`src/rtl/reg_op_sequencer.sv`:
```
// rtl/reg_op_sequencer.sv - four-phase register-file instruction sequencer with result forwarding
module reg_op_sequencer #(
  parameter int DW = 4
) (
  input  logic          clk,
  input  logic          rst_n,
  input  logic          ins_valid,
  output logic          ins_ready,
  input  logic [1:0]    ins_op,
  input  logic [1:0]    ins_rs,
  input  logic [1:0]    ins_rt,
  input  logic [1:0]    ins_rd,
  input  logic [DW-1:0] ins_imm,
  output logic [1:0]    rs,
  output logic [1:0]    rt,
  input  logic [DW-1:0] crs,
  input  logic [DW-1:0] crt,
  output logic [1:0]    rw,
  output logic [DW-1:0] dw,
  output logic          rwe,
  output logic          done,
  output logic          carry,
  output logic          zero
);

  localparam logic [1:0] OP_ADD = 2'b00;
  localparam logic [1:0] OP_SUB = 2'b01;
  localparam logic [1:0] OP_AND = 2'b10;
  localparam logic [1:0] OP_LDI = 2'b11;

  typedef enum logic [1:0] {
    IDLE = 2'd0,
    READ = 2'd1,
    EXEC = 2'd2,
    WB   = 2'd3
  } state_t;

  state_t        state;

  // Fields captured at accept; rs/rt outputs double as the captured source indices.
  logic [1:0]    op_q;
  logic [1:0]    rd_q;
  logic [DW-1:0] imm_q;

  // Forwarding record of the most recently written-back instruction.
  logic [1:0]    last_rd;
  logic [DW-1:0] last_val;
  logic          last_valid;

  // Execute-stage combinational signals.
  logic [DW-1:0] op_a;
  logic [DW-1:0] op_b;
  logic [DW:0]   sum;
  logic [DW:0]   diff;
  logic [DW-1:0] ex_res;
  logic          ex_carry;
  logic          ex_zero;

  // Operand selection (forwarded or register-file) and the ALU for the captured op.
  always_comb begin
    op_a     = (last_valid && (rs == last_rd)) ? last_val : crs;
    op_b     = (last_valid && (rt == last_rd)) ? last_val : crt;
    sum      = {1'b0, op_a} + {1'b0, op_b};
    diff     = {1'b0, op_a} - {1'b0, op_b};
    ex_res   = '0;
    ex_carry = 1'b0;
    unique case (op_q)
      OP_ADD: begin
        ex_res   = sum[DW-1:0];
        ex_carry = sum[DW];
      end
      OP_SUB: begin
        // The extra top bit of the widened difference is the borrow (A < B).
        ex_res   = diff[DW-1:0];
        ex_carry = diff[DW];
      end
      OP_AND: begin
        ex_res   = op_a & op_b;
        ex_carry = 1'b0;
      end
      OP_LDI: begin
        ex_res   = imm_q;
        ex_carry = 1'b0;
      end
      default: begin
        ex_res   = '0;
        ex_carry = 1'b0;
      end
    endcase
    ex_zero = (ex_res == '0);
  end

  // Sequencer FSM: IDLE accepts, READ lets operands settle, EXEC registers the result, WB writes back.
  always_ff @(posedge clk or negedge rst_n) begin
    if (!rst_n) begin
      state      <= IDLE;
      ins_ready  <= 1'b1;
      op_q       <= OP_ADD;
      rd_q       <= '0;
      imm_q      <= '0;
      rs         <= '0;
      rt         <= '0;
      rw         <= '0;
      dw         <= '0;
      rwe        <= 1'b0;
      done       <= 1'b0;
      carry      <= 1'b0;
      zero       <= 1'b0;
      last_rd    <= '0;
      last_val   <= '0;
      last_valid <= 1'b0;
    end else begin
      unique case (state)
        IDLE: begin
          if (ins_valid) begin
            op_q      <= ins_op;
            rs        <= ins_rs;
            rt        <= ins_rt;
            rd_q      <= ins_rd;
            imm_q     <= ins_imm;
            ins_ready <= 1'b0;
            state     <= READ;
          end
        end
        READ: begin
          state <= EXEC;
        end
        EXEC: begin
          rw    <= rd_q;
          dw    <= ex_res;
          carry <= ex_carry;
          zero  <= ex_zero;
          rwe   <= 1'b1;
          done  <= 1'b1;
          state <= WB;
        end
        WB: begin
          // The register file commits on this edge, so the forwarding record becomes valid now.
          rwe        <= 1'b0;
          done       <= 1'b0;
          last_rd    <= rw;
          last_val   <= dw;
          last_valid <= 1'b1;
          ins_ready  <= 1'b1;
          state      <= IDLE;
        end
        default: begin
          state <= IDLE;
        end
      endcase
    end
  end

endmodule
```
`config.mk`:
```
export PLATFORM = sky130hd
export DESIGN_NAME = reg_op_sequencer
export DESIGN_NICKNAME = d
export VERILOG_FILES = /design/src/rtl/reg_op_sequencer.sv
export SDC_FILE = /design/constraint.sdc
export NUM_CORES = 1
export LEC_CHECK = 0
export ABC_AREA = 1
export CAP_MARGIN = 20
export CORE_ASPECT_RATIO = 1.4
export CORE_MARGIN = 8
export CORE_UTILIZATION = 25
export CTS_BUF_LIST = sky130_fd_sc_hd__clkbuf_8
export CTS_CLUSTER_DIAMETER = 100
export DETAILED_ROUTE_END_ITERATION = 16
export PLACE_DENSITY = 0.51
export SYNTH_ARGS = -nofsm -noshare
export SYNTH_HDL_FRONTEND = slang
export SYNTH_SLANG_ARGS = --single-unit
```
`constraint.sdc`:
```
create_clock -name clk -period 2.5 [get_ports clk]
set_input_delay 0.5 -clock clk [delete_from_list [all_inputs] [get_ports clk]]
set_output_delay 0.5 -clock clk [all_outputs]
set_load 0.005 [all_outputs]
```
==> results of run 1 <==
sequential cells by signal (all words and copies together) (netlist names):
register / flops
dw: 4
last_valid: 1
rt: 2
rs: 2
carry: 1
state: 2
zero: 1
op_q: 2
last_rd: 2
rd_q: 2
done: 1
last_val: 4
rw: 2
imm_q: 4
ins_ready: 1
cell usage in the layout (no fill, tap or decap), drive strengths merged:
| cell | synthesis | routed |
|---|---|---|
| a31oi | 1 | 1 |
| or2 | 3 | 3 |
| buf | 4 | 20 |
| nand2 | 84 | 84 |
| nand3 | 14 | 14 |
| clkbuf | 2 | 6 |
| xnor2 | 2 | 2 |
| nor3 | 1 | 1 |
| nor2 | 13 | 13 |
| a21oi | 7 | 7 |
| dfrtp | 30 | 30 |
| bufinv | 0 | 1 |
| nand3b | 1 | 1 |
| ha | 12 | 12 |
| clkdlybuf4s50 | 0 | 37 |
| o21ai | 24 | 24 |
| clkinv | 0 | 1 |
| inv | 30 | 30 |
| a22o | 1 | 1 |
| fa | 2 | 2 |
| dfstp | 1 | 1 |
what timing repair did:
action                                  in CTS  in global routing
endpoints found under the setup margin       1                  5
resized for setup                            1                 24
pin swaps                                    0                 13
setup buffers                                0                  6
through the flow:
step | TNS [ns] | cell area (sq um) | cells | util [%] | hold WS (ns)
6_report | 0 | 2570 | 386 | 37.1 | 0.474
5_1_grt | -0.128 | 2570 | 386 | 37.1 | 0.498
4_1_cts | 0 | 2460 | 380 | 35.5 | 0.478
3_5_place_dp | -0.00959 | 2340 | 372 | 33.8 | 0.462
3_3_place_gp | 0 | 2340 | 372 | 33.8 | 0.463
2_1_floorplan | 0 | 1790 | 232 | - | 0.204
worst min-delay path, stage by stage, from the launching register on:
cell	delay [ns]
dfrtp_1	0.34
nand2_1	0.05
nand2_1	0.05
where the power goes:
group / internal (mW) / switching [mW]
combinational: 1.20 / 1.34
sequential: 0.734 / 0.194
clock: 0.322 / 0.197
worst paths after layout:
path                                        startpoint                     to  slack, ns  depth (start not counted)
max in group asynchronous                        rst_n  ins_ready$_DFFE_PN1P_       1.56                          2
worst max-delay path            last_rd[1]$_DFFE_PN0P_       zero$_DFFE_PN0P_       0.10                         13
min in group asynchronous                        rst_n    op_q[0]$_DFFE_PN0P_       0.61                          2
worst min register to register     rd_q[0]$_DFFE_PN0P_      rw[0]$_DFFE_PN0P_       0.47                          2
worst min-delay path               rd_q[0]$_DFFE_PN0P_      rw[0]$_DFFE_PN0P_       0.47                          2
worst max register to register  last_rd[1]$_DFFE_PN0P_       zero$_DFFE_PN0P_       0.10                         13
layout make-up:
type / instances / share of cell area [%]
inverter: 30 / 4.47
timing repair buffer: 57 / 20.2
clock buffer: 6 / 3.21
sequential: 31 / 30.2
tap: 95 / 4.62
multi-input combinational: 165 / 36.0
clock inverter: 2 / 1.36
per-layer routing:
layer / vias to the layer above / GRT usage (%)
li1: 835 / -
met1: 781 / 11.6
met2: 38 / 18.0
met3: 4 / 2.61
met4: 0 / 4.49
met5: - / 0
logic make-up after synthesis:
kind of cell | count (synthesis)
and+or+nand+nor | 116
buffers and inverters | 36
AOI/OAI and AO/OA | 33
DFF | 31
adders and majority gates | 14
xor gates and xnor gates | 2
==> impl_results.md, run 1 <==
- Status: complete, no violations
- Maximum number of pins on one net before global-route repair: 32
- Clock Sinks: 31
- Share of cells above drive strength 1: around a fifth
- Post-synthesis xor/xnor area fraction: less than 1%
- Synthesized netlist cell count: 232
- Max transition margin: around two thirds
- Required time at the worst-slack endpoint: roughly 2.7 ns
- Ant diodes: 0
- Global-route wire length before repair: between 8000 and 9000 um
- TritonCTS clock tree: done
- Net Count, Synth: approximately 270
- Synth Area in Compound Gates: 9.72%
- Netlist area before placement: ~0.0018 sq mm
- Layout area overhead: 43.9%
- Via count of the first global-routing pass: approximately 1700
- Share of cell area taken by muxes after synthesis: 0%
- Slew @ Worst Pin: around 0.48 ns
- Clock skew after layout: about 0.0073 ns
- Count of endpoints failing setup in the final report: 0
- Most area-consuming cells after synthesis: dfrtp_1, nand2_1, ha_1
- I/O pin cnt: 38
- Via count: approximately 1700
- Layout Nets: between 300 and 400
- Count of port buffers added during placement: 37
- Total of warnings raised by yosys: 0
- Arr. time, crit path: 2.62 ns
- Crit path setup slack, layout: about 0.10 ns
- Synthesized flop and latch total: 31
- Hold buffer count at cts: 0
- Crit path kind: reg -> reg
- Sum of net half-perimeters after detailed placement: 3710 um
- Highest clock frequency the design can meet: about 0.42 GHz
- Peak ir drop on the vdd network: about 450 uV
- Area fraction in and, or, nand and nor cells after synthesis: 26.6%
- Number of enable flip-flop cells after synthesis: 0
- Clock latency at the later pin of the worst-skew pair: 0.28 ns
- DRT antenna net count: 0
- Overall global routing resource usage: approximately 10%
- Slowest cell on crit path: fa_1
- Number of maximum-capacitance constraint violations: 0
- Max H-tree Level: 2
- Combinational family with the most area after synthesis: simple AND/OR/NAND/NOR gates
- Ratio of total power to cell area: roughly 1500 mW/mm^2
- HP Class: reg -> reg
- Kind of capture point of the worst setup path: flop
- Sum of met3 wire segment lengths after detailed routing: around 280 um
- Number of antenna violations at the first check in global routing: 0
- Vias per inst: approximately 4.3
- Most repeated library cell on the critical path: nand2_1
- Average instance area after synthesis: between 7 and 8 sq um
- Most used flip-flop cell after synthesis: dfrtp_1
- Max-slew violation count: 0
- CP Max Fanout: 6
- Post-synth top area share: between 40% and 50%
- RSZ-0062 raised after global routing: true
- Kind of cell adding the most delay to the critical path: simple AND/OR/NAND/NOR gates
- Placement Setup Slack: -0.00959 ns
- Multi-input logic area: roughly 930 sq um
- Share of the clock period used by the worst path: a little over nine tenths
- Initial core utilization: approximately a quarter
- Core Area: around 0.007 sq mm
- Top layer in use: met4
- Most area-hungry cell type in the Yosys netlist: dfrtp_1
- Die Span X: 87.5 um
- DRC errors left: 0
- Leakage power: between 1 and 1.5 nW
- Endpoints failing hold: 0
- Clock root buffer: clkbuf_8
- Crit path largest cell delay: ~0.44 ns
- Final global-route overflow total: 0
- Placement Rows: 36
- Clock Path Buffers: 2
- Startpoint kind of the worst setup timing path: flop
- DRC violation total after the first TritonRoute iteration: 70
- Clk slew on worst S/H paths: about 0.07 ns
- Routed wire length per instance: ~13 um
- Area taken by flip-flops and latches: roughly 780 sq um
- Clock buffers created by TritonCTS: 5
- Total detailed-routing wirelength: around 5000 um
- Leading post-synthesis cells by instance count: nand2_1, dfrtp_1, inv_1
- Most used standard cell by instance count after synthesis: nand2_1
- Buffers & Inverters on Critical Path: 2
- Ordered list of cells on the worst path: buf_4 -> xnor2_2 -> nand2_2 -> o21ai_2 -> ha_2 -> inv_2 -> fa_1 -> or2_1 -> nand3_1 -> nand3b_2 -> nor2_1 -> nand2_1 -> nand2_1
- Sequential share of the synthesized area: a little over two fifths
- Total power of the final layout: approximately 4 mW
- Overall die height: approximately 120 um
- Full die area: 0.0102 sq mm
- Time the worst path needs with I/O delays and setup: 2.40 ns
- WL met1: between 2000 and 2500 um
- Number of detailed-route iterations in the first pass: 4
- Met2 Wirelength: roughly 2600 um
- Routability cong.: 0.855
- # fillers: approximately 760
- Adder and majority cell fraction of the synthesized area: between 10% and 20%
- Post-synth ARST share: 100%
- Unique masters post-synth: 27
Note: power is estimated with default switching activity, not from simulation.
==> run 2, diff against run 1 <==
- GPL_TIMING_DRIVEN: not set -> 1
==> results of run 2 <==
The final DEF is identical to that of run 1; final timing and power are the same.
==> variant (flow settings as in run 2) <==
`DW`: 4 -> 3.
--- a/src/rtl/reg_op_sequencer.sv
+++ b/src/rtl/reg_op_sequencer.sv
@@ -1,6 +1,6 @@
 // rtl/reg_op_sequencer.sv - four-phase register-file instruction sequencer with result forwarding
 module reg_op_sequencer #(
-  parameter int DW = 4
+  parameter int DW = 3
 ) (
   input  logic          clk,
   input  logic          rst_n,
Ports: changed (resized crs, crt, dw and ins_imm); port bits go from 38 to 34. The function was not compared with the original's and may differ.
==> variant against run 2 <==
Worst setup slack improved by 0.15 ns. First-iteration DRC count is 7.1% lower. Synthesized area down 7.3%. Design area decreased by 17%. Routed wire length is 19% lower. Synthesized cell count is 4.7% lower. Sequential cell count is 3 lower. Total power fell by 28%. Largest cell class unchanged. Highest routed layer unchanged.
==> variant: results (changes against run 2) <==
* Status: complete, no violations
* Met1 Track Usage GR at 10.5% (-1.1 points)
* Met2 usage at 15.8% (-2.2 points)
* H-tree levels at 1 (-1)
* First-pass GRT wire length at 7010 µm (-14%)
* Layout fillers at 677 (-10%)
* Setup WS pre-CTS at 0.0647 ns (+0.0743 ns)
* Max-slew headroom at 72.3% (+4.6 points)
* CTS Buf Count at 3 (-2)
* Cell family with most CP delay: compound AO/OA/AOI/OAI gates
* Worst path max stage delay at 0.42 ns (-0.02 ns)
* Layout cells sized above 1 at 11.3% (-8.6 points)
* Post-Route WL at 4050 µm (-19%)
* Clock Skew at 0.00877 ns (+0.00151 ns)
* Clock-pin slew on the worst setup and hold paths at 0.10 ns (+0.03 ns)
* Top flop regs: dw x3, imm_q x3, last_val x3
* Vias in the first global route at 1451 (-15%)
* Slowest CP cell: dfrtp_1
* Post-synthesis sequential area ratio at 42.3% (-1.1 points)
* Largest net degree at the start of global routing at 29 (-9.4%)
* Vias per Instance at 4.32 (+0.46%)
* Worst path arrival time at 2.47 ns (-0.15 ns)
* Syn nets at 251 (-6.7%)
* Top cells by area, synth: dfrtp_1 41%, nand2_1 18%, ha_1 7.5%, inv_1 6.8%, o21ai_0 4.5%
* Hpwl dp at 3240 µm (-13%)
* Worst ir drop on vdd at 0.346 mV (-24%)
* Nets at 287 (-12%)
* Internal cell power at 1.60 mW (-29%)
variant: changes by cell type in the layout (fill, tap and decap cells not counted), sizes merged, moves of 3 or more:
cell / before / now
buf: 20 / 2
o21ai: 24 / 16
clkdlybuf4s50: 37 / 33
inv: 30 / 34
a21oi: 7 / 4
clkbuf: 6 / 3
dfrtp: 30 / 27
nand2: 84 / 87
nand3: 14 / 17
variant: worst paths after layout:
kind | start | to | slack (ns) | cells past startpoint
setup / recovery | last_rd[1]$_DFFE_PN0P_ | zero$_DFFE_PN0P_ | 0.25 | 14
hold / removal | rd_q[1]$_DFFE_PN0P_ | rw[1]$_DFFE_PN0P_ | 0.48 | 2
setup reg to reg | last_rd[1]$_DFFE_PN0P_ | zero$_DFFE_PN0P_ | 0.25 | 14
hold reg to reg | rd_q[1]$_DFFE_PN0P_ | rw[1]$_DFFE_PN0P_ | 0.48 | 2
max in group asynchronous | rst_n | ins_ready$_DFFE_PN1P_ | 1.60 | 2
min in group asynchronous | rst_n | state[1]$_DFFE_PN0P_ | 0.59 | 2
variant: final cells by class:
type	count	area share, %
Clock buffer	3	1.92
Clock inverter	1	1.40
Inverter	34	5.94
Multi-Input combinational cell	155	37.7
Sequential cell	28	32.7
Tap cell	74	4.31
Timing Repair Buffer	35	16.1
variant: kinds of logic after synthesis:
logic type / after synthesis / synth area share, %
adder cells (fa/ha/maj): 10 / 7.54
AND/OR/NAND/NOR: 120 / 32.4
buffers and inverters: 38 / 8.90
flip-flops: 28 / 42.3
AO/OA/AOI/OAI: 25 / 8.90
variant: metal layers:
metal / up-vias / part of all wire, %
li1: 755 / -
met2: 23 / 49
met1: 640 / 45
met5: - / 0
met4: 0 / 2.5
met3: 6 / 3.1
variant: power groups by stage:
stage | registers [mW] | logic [mW] | clock network (mW)
2_1_floorplan | 0.813 | 1.15 | 0
3_3_place_gp | 0.840 | 1.69 | 0
3_5_place_dp | 0.840 | 1.71 | 0
4_1_cts | 0.833 | 1.72 | 0.370
5_1_grt | 0.864 | 1.96 | 0.388
6_report | 0.831 | 1.68 | 0.359
variant: metrics by stage:
| step | util (%) | area [µm²] | cells | hold slack [ns] |
|---|---|---|---|---|
| floorplan | - | 1660 | 221 | 0.204 |
| global placement | 31.8 | 2080 | 326 | 0.455 |
| detailed placement | 31.8 | 2080 | 326 | 0.460 |
| CTS | 32.9 | 2150 | 330 | 0.485 |
| global route | 32.9 | 2150 | 330 | 0.521 |
| finish | 32.9 | 2150 | 330 | 0.484 |
variant: repair_timing:
| item | 4_1_cts | 5_1_grt |
|---|---|---|
| hold endpoints to repair | 0 | 0 |
| gates resized for setup | 0 | 2 |
| endpoints found under the setup margin | 0 | 1 |
